--- src/rtl/serial_frame_rx.sv ---
// Serial frame receiver: start bit, MSB-first data, optional even parity, stop bit.
// Good words land in a one-entry holding register behind a valid/ready handshake.
module serial_frame_rx #(
  parameter int unsigned DATA_W    = 4,
  parameter bit          PARITY_EN = 1'b1
) (
  input  logic              clk,
  input  logic              reset,
  input  logic              sdi,
  output logic [DATA_W-1:0] out_data,
  output logic              out_valid,
  input  logic              out_ready,
  output logic              busy,
  output logic              parity_err,
  output logic              frame_err,
  output logic              overrun
);

  localparam int unsigned      CntW    = (DATA_W > 1) ? $clog2(DATA_W) : 1;
  localparam logic [CntW-1:0] CntLast = CntW'(DATA_W - 1);

  typedef enum logic [1:0] {StIdle, StData, StParity, StStop} state_e;

  state_e            state_q, state_d;
  logic [DATA_W-1:0] shift_q, shift_d;
  logic [CntW-1:0]   cnt_q, cnt_d;
  logic              par_q, par_d;
  logic [DATA_W-1:0] data_q, data_d;
  logic              valid_q, valid_d;
  logic              perr_q, perr_d;
  logic              ferr_q, ferr_d;
  logic              ovr_q, ovr_d;
  logic              par_bad;

  // Even parity over data plus the parity bit must reduce to zero.
  assign par_bad = PARITY_EN && ((^shift_q) ^ par_q);

  always_comb begin
    state_d = state_q;
    shift_d = shift_q;
    cnt_d   = cnt_q;
    par_d   = par_q;
    data_d  = data_q;
    valid_d = valid_q;
    perr_d  = 1'b0;
    ferr_d  = 1'b0;
    ovr_d   = 1'b0;

    if (valid_q && out_ready) begin
      valid_d = 1'b0;
    end

    unique case (state_q)
      StIdle: begin
        if (sdi) begin
          state_d = StData;
          cnt_d   = '0;
        end
      end
      StData: begin
        shift_d = {shift_q[DATA_W-2:0], sdi};
        cnt_d   = cnt_q + 1'b1;
        if (cnt_q == CntLast) begin
          state_d = PARITY_EN ? StParity : StStop;
        end
      end
      StParity: begin
        par_d   = sdi;
        state_d = StStop;
      end
      StStop: begin
        // A 1 here is a framing error, never a fresh start bit.
        state_d = StIdle;
        if (sdi) begin
          ferr_d = 1'b1;
        end else if (par_bad) begin
          perr_d = 1'b1;
        end else if (valid_q && !out_ready) begin
          ovr_d = 1'b1;
        end else begin
          data_d  = shift_q;
          valid_d = 1'b1;
        end
      end
      default: state_d = StIdle;
    endcase
  end

  always_ff @(posedge clk or posedge reset) begin
    if (reset) begin
      state_q <= StIdle;
      shift_q <= '0;
      cnt_q   <= '0;
      par_q   <= 1'b0;
      data_q  <= '0;
      valid_q <= 1'b0;
      perr_q  <= 1'b0;
      ferr_q  <= 1'b0;
      ovr_q   <= 1'b0;
    end else begin
      state_q <= state_d;
      shift_q <= shift_d;
      cnt_q   <= cnt_d;
      par_q   <= par_d;
      data_q  <= data_d;
      valid_q <= valid_d;
      perr_q  <= perr_d;
      ferr_q  <= ferr_d;
      ovr_q   <= ovr_d;
    end
  end

  assign out_data   = data_q;
  assign out_valid  = valid_q;
  assign busy       = (state_q != StIdle);
  assign parity_err = perr_q;
  assign frame_err  = ferr_q;
  assign overrun    = ovr_q;

endmodule
--- config.mk ---
export PLATFORM = sky130hd
export DESIGN_NAME = serial_frame_rx
export DESIGN_NICKNAME = d
export VERILOG_FILES = /design/src/rtl/serial_frame_rx.sv
export SDC_FILE = /design/constraint.sdc
export NUM_CORES = 1
export LEC_CHECK = 0
export CELL_PAD_IN_SITES_DETAIL_PLACEMENT = 0
export CELL_PAD_IN_SITES_GLOBAL_PLACEMENT = 1
export CORE_MARGIN = 10
export CORE_UTILIZATION = 37
export DETAILED_ROUTE_END_ITERATION = 8
export PLACE_DENSITY = 0.77
export SETUP_SLACK_MARGIN = 0.1
export SYNTH_ARGS = -nofsm -noshare
export SYNTH_HDL_FRONTEND = slang
export SYNTH_SLANG_ARGS = --single-unit
--- constraint.sdc ---
create_clock -name clk -period 1.4 [get_ports clk]
set_input_delay 0.28 -clock clk [delete_from_list [all_inputs] [get_ports clk]]
set_output_delay 0.28 -clock clk [all_outputs]
set_load 0.01 [all_outputs]
==> flow_metrics.py, run 1 <==
metrics = {
    "floorplan": {
        "ioPinCount": 13,
        "floorplan.initialDensity": 0.402,
        "die_h_um": 66.8,
        "coreArea_um2": 2020,
        "area_of_the_die_um2": 4470,
        "std_cell_rows": 16,
        "die_w_um": 66.8,
    },
    "timing": {
        "finClkSkew_ns": 0.00920,
        "final.period_utilization": 1.09,
        "report.final.setup_viol": 6,
        "count_of_endpoints_failing_hold_in_the_final_timing_report": 0,
        "final_period_minus_worst_setup_slack_ns": 1.53,
        "final.setup.tns_ns": -0.428,
        "slew_headroom": 0.856,
        "drv_slew": 0,
        "tightest_slew_ns": 0.216,
        "timing.fmax_ghz": 0.655,
        "setup_ws_ns": -0.126,
        "rsz_0062_raised_after_global_routing": "true",
    },
    "clock_tree": {
        "clk-insertion-delay-late_ns": 0.29,
        "clock_sinks": 17,
        "path_clk_slew_ns": 0.11,
        "cts_hold_repair.buffers": 0,
        "cts_root_buf": "sky130_fd_sc_hd__clkbuf_4",
        "tritoncts_clock_tree": "built",
        "clk_path_buf_depth": 2,
        "cts.htree.levels": 1,
        "tritoncts.num_buffers": 3,
    },
    "drt": {
        "drt-vias-per-instance": 4.51,
        "finalWirelength_um": 1660,
        "drt_iter0_markers": 6,
        "ant_nets": 0,
        "detail_route.drc_violations": 0,
        "vias": 564,
        "detail_route.wl_per_cell_um": 13.3,
        "drt-pass1-iter-count": 4,
    },
    "place": {
        "port_buffers": 12,
        "post-dp-hpwl_um": 1150,
        "finalWeightedCongestion": 0.667,
    },
    "final_layout": {
        "final_nets": 108,
        "post_route_utilization": 0.633,
        "multiInputGateArea_um2": 502,
        "filler_cell_count": 168,
        "layout_commonest_cell": "sky130_fd_sc_hd__dfrtp_1",
        "sequential_cell_area_um2": 425,
        "area.growth.synth_to_final_pct": 57.6,
        "antenna_cells_inserted": 0,
        "layout-drive-gt1-share": 0.541,
        "layout.cells.most_common_list": "sky130_fd_sc_hd__dfrtp_1 (17), sky130_fd_sc_hd__buf_4 (13), sky130_fd_sc_hd__dlygate4sd2_1 (8)",
    },
    "power": {
        "power_mw": 3.44,
        "power_per_cell_area_nw_per_um2": 2690,
        "ir_drop_v": 0.00168,
        "leakage_nw": 0.639,
    },
    "setup_path": {
        "required_ns": 1.59,
        "critPathCaptureType": "flop",
        "path_class": "flop to flop",
        "critical_path_peak_fanout": 3,
        "worstSetupStartpointType": "flop",
        "critPathArrivalTime_ns": 1.71,
        "worstRegToRegCells": 4,
    },
    "logic_synthesis": {
        "ys_warn_count": 0,
        "postSynthNetCount": 73,
        "synth_area_um2": 812,
        "proportion_of_synthesized_chip_area_in_sequential_cells": 0.524,
        "synth_seq_cells": 17,
        "synth.avg_cell_area_um2": 12.7,
        "syn-instance-count": 64,
        "synth_cell_type_count": 22,
    },
    "global_routing": {
        "wire_length_of_the_first_global_routing_pass_um": 2700,
        "grt_max_degree": 18,
        "grt_util_all_layers": 0.0796,
        "grt_antenna_before_repair": 0,
        "globalRoute.totalOverflow": 0,
        "number_of_global_route_vias_before_repair": 608,
    },
    "flow_run": {
        "max-cap-violations": 0,
    },
    "run_status": {
        "status": "finished, violations left",
        "failed_checks": "setup timing",
    },
    "hold_path": {
        "hold_path_class": "input port to async pin",
    },
}
-- power by group --
| group | switching (mW) | internal, mW | total (mW) | leakage (nW) |
|---|---|---|---|---|
| clock network | 0.156 | 0.106 | 0.262 | 0.0177 |
| registers | 0.138 | 0.701 | 0.840 | 0.209 |
| logic | 0.946 | 1.39 | 2.34 | 0.412 |
-- repair_timing --
| action | 4_1_cts | 5_1_grt |
|---|---|---|
| buffers inserted | 2 | 4 |
| resized for setup | 23 | 26 |
| cloned | 0 | 0 |
| pin swaps | 6 | 5 |
| setup endpoints to repair | 24 | 18 |
-- cells in the mapped netlist --
cell type	number	area, um^2
sky130_fd_sc_hd__a21o_1	1	7.51
sky130_fd_sc_hd__ha_1	5	62.6
sky130_fd_sc_hd__o21ai_0	4	20.0
sky130_fd_sc_hd__xnor2_2	1	16.3
sky130_fd_sc_hd__nor3b_1	1	7.51
sky130_fd_sc_hd__inv_1	5	18.8
sky130_fd_sc_hd__and2_2	1	7.51
sky130_fd_sc_hd__nor2_1	1	3.75
sky130_fd_sc_hd__mux2_2	5	56.3
sky130_fd_sc_hd__o32a_1	1	10.0
sky130_fd_sc_hd__and2_1	1	6.26
sky130_fd_sc_hd__clkbuf_1	1	3.75
sky130_fd_sc_hd__xnor2_1	2	17.5
sky130_fd_sc_hd__dfrtp_1	17	425
sky130_fd_sc_hd__xnor3_2	1	23.8
sky130_fd_sc_hd__nand2b_1	2	12.5
sky130_fd_sc_hd__nand2_4	1	11.3
sky130_fd_sc_hd__nor2b_1	3	18.8
sky130_fd_sc_hd__mux2_4	3	45.0
sky130_fd_sc_hd__a32o_1	1	10.0
sky130_fd_sc_hd__nand2_1	6	22.5
sky130_fd_sc_hd__a21oi_1	1	5.00
-- stage by stage --
stage	std cells	hold slack [ns]	area [um^2]	worst slack, ns
floorplan	64	0.206	821	-0.114
global placement	116	0.479	1070	-0.172
detailed placement	116	0.490	1070	-0.194
CTS	122	0.306	1150	-0.139
global route	125	0.315	1280	-0.201
finish	125	0.302	1280	-0.126
-- state kept, by name, indices dropped and copies added, names as in the netlist --
signal / flops
cnt_q: 2
overrun: 1
shift_q: 4
frame_err: 1
par_q: 1
out_valid: 1
parity_err: 1
out_data: 4
state_q: 2
-- area by class of cell --
type	instances	share of cell area
Inverter	5	0.0166
Clock buffer	3	0.0176
Tap cell	27	0.0264
Timing Repair Buffer	31	0.211
Multi-Input combinational cell	41	0.392
Sequential cell	17	0.332
Clock inverter	1	0.00391
-- routing by layer --
layer  up-vias  global-route usage  share of wire
met1       274              0.0792           0.40
met3         0              0.0318          0.058
met4         0              0.0393              0
met5         -                   0              0
met2         9               0.140           0.54
li1        281                   -              -
-- worst max-delay path, stage by stage (launching register included) --
cell,delay [ns]
sky130_fd_sc_hd__dfrtp_1,0.42
sky130_fd_sc_hd__xnor2_2,0.21
sky130_fd_sc_hd__xnor3_2,0.40
sky130_fd_sc_hd__nand2_4,0.11
sky130_fd_sc_hd__mux2_4,0.30
-- final timing paths --
check	to	slack, ns	start
max in group asynchronous	par_q	0.91	reset
worst max-delay path	out_data[1]	-0.13	par_q
worst min-delay path	shift_q[3]	0.30	reset
min in group clk	cnt_q[0]	0.50	cnt_q[0]
worst max register to register	out_data[1]	-0.13	par_q
worst min register to register	cnt_q[0]	0.50	cnt_q[0]
-- cells by family after synthesis --
logic type / count (synthesis) / share of synthesized area
fa+ha+maj: 5 / 0.0770
compound gates: 8 / 0.0647
mux: 8 / 0.125
buf+inv: 6 / 0.0277
xor+xnor: 4 / 0.0709
simple gates: 16 / 0.111
flops: 17 / 0.524
Note: power is estimated with default switching activity, not from simulation.
==> run 2, diff against run 1 <==
- HOLD_SLACK_MARGIN: default -> 0.02
==> results of run 2 <==
Final layout, timing and power as in run 1 (identical DEF).
